<file path="src/rtl/motion_sensor_burst_interface.sv">
`default_nettype none
// +----------------------------------------------------------------------------+
// | motion_sensor_burst_interface: SPI motion-sensor burst reader driven by     |
// | interrupt or power-mode poll timer. Revision 1.0                             |
// +----------------------------------------------------------------------------+
module motion_sensor_burst_interface #(
    parameter int         NUM_BYTES   = 2,
    parameter int         CNT_W       = 8,
    parameter int         PERIOD_W    = 18,
    parameter int         POLL_NORMAL = 50000,
    parameter int         POLL_LOW    = 100000,
    parameter int         POLL_SLEEP  = 200000,
    parameter int         SPI_TIMEOUT = 1024,
    parameter logic [7:0] READ_CMD    = 8'hA0
) (
    input  logic                   clk,
    input  logic                   rst_n,
    input  logic                   enable,
    input  logic [1:0]             power_mode,
    input  logic                   motion_int,
    output logic [8*NUM_BYTES-1:0] sensor_data,
    output logic [CNT_W-1:0]       event_count,
    output logic                   data_valid,
    output logic                   busy,
    output logic                   sensor_error,
    output logic                   start_spi,
    output logic [7:0]             spi_tx_data,
    input  logic [7:0]             spi_rx_data,
    input  logic                   spi_done
);

    localparam int                  DATA_W    = 8 * NUM_BYTES;
    localparam int                  IDX_W     = 3;
    localparam int                  WAIT_W    = $clog2(SPI_TIMEOUT + 1);
    localparam logic [IDX_W-1:0]    LAST_IDX  = IDX_W'(NUM_BYTES);
    localparam logic [WAIT_W-1:0]   WAIT_LAST = WAIT_W'(SPI_TIMEOUT - 1);

    typedef enum logic [2:0] {
        S_IDLE  = 3'd0,
        S_START = 3'd1,
        S_WAIT  = 3'd2,
        S_DONE  = 3'd3,
        S_ERROR = 3'd4
    } state_t;

    state_t              state_q, state_d;
    logic                sync1_q, sync2_q, prev_q;
    logic [IDX_W-1:0]    idx_q, idx_d;
    logic [WAIT_W-1:0]   wait_q, wait_d;
    logic [DATA_W-1:0]   data_q, data_d;
    logic [DATA_W-1:0]   sensor_data_q, sensor_data_d;
    logic [CNT_W-1:0]    event_count_q, event_count_d;
    logic [CNT_W-1:0]    cnt_q, cnt_d;
    logic                pending_q, pending_d;
    logic [PERIOD_W-1:0] timer_q, timer_d;
    logic [1:0]          mode_q;
    logic                dv_q, dv_d;
    logic                err_q, err_d;
    logic                start_q, start_d;
    logic [7:0]          tx_q, tx_d;

    logic                motion_edge;
    logic                timer_expired;
    logic                launch;
    logic                capture;
    logic [PERIOD_W-1:0] period;
    logic [IDX_W-1:0]    byte_pos;

    assign motion_edge   = sync2_q & ~prev_q;
    assign timer_expired = (timer_q == '0) && (power_mode != 2'b11);
    // First received data byte lands in the most significant slot.
    assign byte_pos      = LAST_IDX - idx_q;

    always_comb begin
        case (power_mode)
            2'b01:   period = PERIOD_W'(POLL_LOW);
            2'b10:   period = PERIOD_W'(POLL_SLEEP);
            default: period = PERIOD_W'(POLL_NORMAL);
        endcase
    end

    always_comb begin
        state_d       = state_q;
        idx_d         = idx_q;
        wait_d        = wait_q;
        data_d        = data_q;
        sensor_data_d = sensor_data_q;
        event_count_d = event_count_q;
        cnt_d         = cnt_q;
        pending_d     = pending_q;
        timer_d       = timer_q;
        dv_d          = 1'b0;
        err_d         = err_q;
        start_d       = 1'b0;
        tx_d          = tx_q;
        launch        = 1'b0;
        capture       = 1'b0;

        if (motion_edge && (cnt_q != '1)) begin
            cnt_d = cnt_q + 1'b1;
        end

        if (!enable) begin
            state_d   = S_IDLE;
            pending_d = 1'b0;
            idx_d     = '0;
            err_d     = 1'b0;
        end else begin
            case (state_q)
                S_IDLE: begin
                    if (motion_edge || pending_q || timer_expired) begin
                        state_d = S_START;
                        idx_d   = '0;
                        launch  = 1'b1;
                    end else if (power_mode != 2'b11) begin
                        timer_d = timer_q - 1'b1;
                    end
                end
                S_START: begin
                    start_d = 1'b1;
                    tx_d    = (idx_q == '0) ? READ_CMD : 8'h00;
                    wait_d  = '0;
                    state_d = S_WAIT;
                end
                S_WAIT: begin
                    if (spi_done) begin
                        if (idx_q != '0) begin
                            data_d[{byte_pos, 3'b000} +: 8] = spi_rx_data;
                        end
                        if (idx_q == LAST_IDX) begin
                            state_d = S_DONE;
                            capture = 1'b1;
                        end else begin
                            idx_d   = idx_q + 1'b1;
                            state_d = S_START;
                        end
                    end else if (wait_q == WAIT_LAST) begin
                        state_d = S_ERROR;
                    end else begin
                        wait_d = wait_q + 1'b1;
                    end
                end
                S_DONE: begin
                    if (pending_q) begin
                        state_d = S_START;
                        idx_d   = '0;
                        launch  = 1'b1;
                    end else begin
                        state_d = S_IDLE;
                    end
                end
                S_ERROR: begin
                    err_d   = 1'b1;
                    state_d = S_IDLE;
                end
                default: state_d = S_IDLE;
            endcase

            if (motion_edge && (state_q != S_IDLE)) begin
                pending_d = 1'b1;
            end
            if (launch) begin
                pending_d = 1'b0;
            end
        end

        if (capture) begin
            sensor_data_d = data_d;
            event_count_d = cnt_q;
            cnt_d         = CNT_W'(motion_edge);
            dv_d          = 1'b1;
            err_d         = 1'b0;
        end

        if (launch || (mode_q != power_mode) || (state_q == S_ERROR)) begin
            timer_d = period;
        end
    end

    always_ff @(posedge clk or negedge rst_n) begin
        if (!rst_n) begin
            sync1_q <= 1'b0;
            sync2_q <= 1'b0;
            prev_q  <= 1'b0;
        end else begin
            sync1_q <= motion_int;
            sync2_q <= sync1_q;
            prev_q  <= sync2_q;
        end
    end

    always_ff @(posedge clk or negedge rst_n) begin
        if (!rst_n) begin
            state_q       <= S_IDLE;
            idx_q         <= '0;
            wait_q        <= '0;
            data_q        <= '0;
            sensor_data_q <= '0;
            event_count_q <= '0;
            cnt_q         <= '0;
            pending_q     <= 1'b0;
            timer_q       <= PERIOD_W'(POLL_NORMAL);
            mode_q        <= 2'b00;
            dv_q          <= 1'b0;
            err_q         <= 1'b0;
            start_q       <= 1'b0;
            tx_q          <= 8'h00;
        end else begin
            state_q       <= state_d;
            idx_q         <= idx_d;
            wait_q        <= wait_d;
            data_q        <= data_d;
            sensor_data_q <= sensor_data_d;
            event_count_q <= event_count_d;
            cnt_q         <= cnt_d;
            pending_q     <= pending_d;
            timer_q       <= timer_d;
            mode_q        <= power_mode;
            dv_q          <= dv_d;
            err_q         <= err_d;
            start_q       <= start_d;
            tx_q          <= tx_d;
        end
    end

    assign sensor_data  = sensor_data_q;
    assign event_count  = event_count_q;
    assign data_valid   = dv_q;
    assign busy         = (state_q != S_IDLE);
    assign sensor_error = err_q;
    assign start_spi    = start_q;
    assign spi_tx_data  = tx_q;

endmodule
`default_nettype wire

</file>
<file path="config.mk">
export PLATFORM = sky130hd
export DESIGN_NAME = motion_sensor_burst_interface
export DESIGN_NICKNAME = d
export VERILOG_FILES = /design/src/rtl/motion_sensor_burst_interface.sv
export SDC_FILE = /design/constraint.sdc
export NUM_CORES = 1
export LEC_CHECK = 0
export CAP_MARGIN = 25
export CORE_AREA = 2 2 103 105
export CTS_BUF_LIST = sky130_fd_sc_hd__clkbuf_16
export DETAILED_ROUTE_END_ITERATION = 8
export DIE_AREA = 0 0 105 107
export GPL_TIMING_DRIVEN = 0
export PLACE_DENSITY = 0.68
export SYNTH_ARGS = -nofsm -noshare
export SYNTH_HDL_FRONTEND = slang
export SYNTH_SLANG_ARGS = --single-unit
export TNS_END_PERCENT = 30
</file>
<file path="constraint.sdc">
create_clock -name clk -period 2.15 [get_ports clk]
set_input_delay 0.215 -clock clk [delete_from_list [all_inputs] [get_ports clk]]
set_output_delay 0.215 -clock clk [all_outputs]
set_load 0.01 [all_outputs]
</file>
==> results of run 1 <==
==> what timing repair did <==
item,CTS,global route
resized for setup,44,20
cloned,0,0
endpoints found under the setup margin,63,49
pin swaps,15,10
hold buffers,1,0
buffers inserted,14,6
endpoints found under the hold margin,50,0
==> state kept, by name, indices dropped and copies added, names as in the netlist, 2 cells and up <==
signal,flops
wait_q,11
cnt_q,8
idx_q,3
event_count,8
mode_q,2
data_q,16
sensor_data,16
state_q,3
timer_q,18
==> power breakdown <==
part           switching [mW]  total (mW)  internal, mW
Combinational           0.459       0.894         0.435
Sequential              0.202        2.13          1.93
Clock                   0.755        1.58         0.821
==> final cells by class <==
| class | instances | area [um2] |
|---|---|---|
| clock buffers | 9 | 225.2 |
| multi-input cells | 292 | 2295 |
| inverters | 12 | 46.29 |
| fillers | 891 | 4197 |
| clock inverters | 7 | 73.82 |
| repair buffers | 66 | 626.9 |
| flip-flops and latches | 93 | 2340 |
| plain buffers | 18 | 118.9 |
| well taps | 136 | 170.2 |
==> cell families after synthesis <==
family / after synthesis / synth area share [%]
other cells: 1 / 0.08344
flops: 93 / 51.95
xor+xnor: 29 / 5.651
compound gates: 46 / 7.099
fa+ha+maj: 14 / 3.898
simple gates: 155 / 17.62
buf+inv: 31 / 3.368
mux: 42 / 10.33
==> path summary, 6_finish.rpt <==
check | start | to
min in group asynchronous | rst_n | timer_q[11]
max reg2reg | idx_q[1] | sensor_data[15]
min | power_mode[1] | mode_q[1]
max | idx_q[1] | sensor_data[15]
min reg2reg | sync1_q | sync2_q
max in group asynchronous | rst_n | timer_q[6]
==> metrics by stage <==
| stage | cells | TNS, ns |
|---|---|---|
| 2_1_floorplan | 416 | -0.06779 |
| 6_report | 633 | -1.083 |
| 4_1_cts | 627 | -0.6082 |
| 5_1_grt | 633 | -3.791 |
| 3_3_place_gp | 596 | -255.89 |
| 3_5_place_dp | 597 | -33.17 |
==> layer usage <==
| layer | part of all wire, % | vias to the layer above |
|---|---|---|
| li1 | - | 1606 |
| met1 | 45 | 1691 |
| met2 | 48 | 79 |
| met3 | 4.9 | 17 |
| met4 | 1.9 | 0 |
| met5 | 0 | - |
==> worst reg2reg max path, stage by stage (launching register included) <==
cell and delay (ns):
dfrtp_1 0.44, ha_4 0.19, xor2_2 0.16, ha_4 0.18
nor4_4 0.25, buf_4 0.18, nand3_4 0.14, mux2_4 0.34
mux2_2 0.26
==> cell usage in the layout (no fill, tap or decap), types with 6 or more instances in the layout <==
cell and n:
clkbuf_16 9, dfrtp_1 83, dfstp_2 6, inv_1 10, nor3_1 10, or3_1 7, nand3_1 10, a21oi_1 9
nand4_1 6, conb_1 6, mux2_2 33, xor2_1 10, buf_4 27, ha_1 9, mux2i_1 7, nand2_1 48
clkdlybuf4s50_1 41, nor2_1 33, xnor2_1 18
==> results.ini, run 1 <==
[setup_path]
r2r_cells=8
crit_type=register to register
r2r_slack_ns=-0.09
cp_num_buf_inv=1
crit_top_cell=ha_4
worstSetupEndpointType=register
crit_path_max_incr_delay_ns=0.44
crit_chain=ha_4 > xor2_2 > ha_4 > nor4_4 > buf_4 > nand3_4 > mux2_4 > mux2_2
worst_ep_arrival_time_ns=2.48
crit_slowest_cell=dfrtp_1
crit_fanout=8
cp.required_ns=2.38
cp-start-kind=register
cp.depth=8
cp_top_family=multiplexers

[global_routing]
grt_start_max_net_pins=55
met2_usage_pct=29.73
grt_pass1_wl_um=16410
busiest_layer=met2
gr-total-overflow=0
grt_use_total_pct=18.25
grt_antenna_before_repair=0
grt_use_met3_pct=4.316
grt_pass1_vias=3392
grtUsageMet1_pct=23.62

[drt]
viasPerCell=5.360
via_count=3393
drt_iter0_markers=125
drt_wl_total_um=9719
drc=0
drtAntennaViolNets=0
dr.pass1.iters=5
wl_per_cell_um=15.35

[synth]
synthFlopType=dfrtp_1
syn_inst=411
ys_types=49
synth_common_cells=dfrtp_1 (87), nand2_1 (51), mux2_2 (35)
synth_top_area_cell=dfrtp_1
synth_warnings=0
yosysMostFrequentCell=dfrtp_1
synthTopCellsByArea=dfrtp_1 (48%), mux2_2 (8.8%), nand2_1 (4.3%)
async_flop_share_pct=100.0
ys_ff_latch=93
seq_area_frac_synth_pct=51.95
netlist_area_um2=4494
synth_enable_flop_cells=0
netlist.area_leader.share_pct=48.44
avgSynthCellArea_um2=10.94

[floorplanning]
core-area_um2=10090
die_w_um=105
floorplan.initialDensity_pct=44.53
die_area_um2=11240
num_rows=37
die_h_um=107
io_pins=51

[placed_design]
placed_cell_area_um2=5164
pre_cts_slack_ns=-0.8823
dpl.hpwl_um=6357
port_buffers=44
place.gp.congestion=0.8849

[sta]
max_freq_mhz=445.7
setup-violations-final=24
fin_crit_sh_pct=104.4
tightest_slew_ns=0.7022
hold_viol=0
rsz0062_at_grt=yes
period_minus_slack_ns=2.244
setup_ws_ns=-0.09362
skew_ns=0.01198
maxSlewViolCount=0
max_slew_margin_pct=53.18
hold_ws_ns=0.2845

[outcome]
outcome=finished with violations
violations=negative setup slack

[clocking]
clk_latency_ns=0.35
clock-sinks=93
cts.path.max_buffers=2
cts_tree=done
cts_buffers=9
cts_max_level=3
clk_pin_slew_ns=0.07
root_buffer=clkbuf_16

[run]
drv_cap=0

[power]
p_total_mw=4.604
power.density_nw_per_um2=780.9
max-vdd-ir-drop_mv=0.3540
p_leak_nw=2.594

[min_path]
hp-class=primary input to register
holdPathStages=1

[finish]
drive_above_1_share_pct=27.97
fin_util_pct=58.42
nets=521
syn_to_final_growth_pct=31.18
num_antenna_cells=0
fin_area_um2=5896

No activity file was read; power rests on OpenSTA's default activity.
==> run 2: changes to the inputs <==
--- a/config.mk
+++ b/config.mk
@@ -5,7 +5,7 @@
 export SDC_FILE = /design/constraint.sdc
 export NUM_CORES = 1
 export LEC_CHECK = 0
-export CAP_MARGIN = 25
+export CAP_MARGIN = 20
 export CORE_AREA = 2 2 103 105
 export CTS_BUF_LIST = sky130_fd_sc_hd__clkbuf_16
 export DETAILED_ROUTE_END_ITERATION = 8
==> results of run 2 <==
Final layout, timing and power as in run 1 (identical DEF).
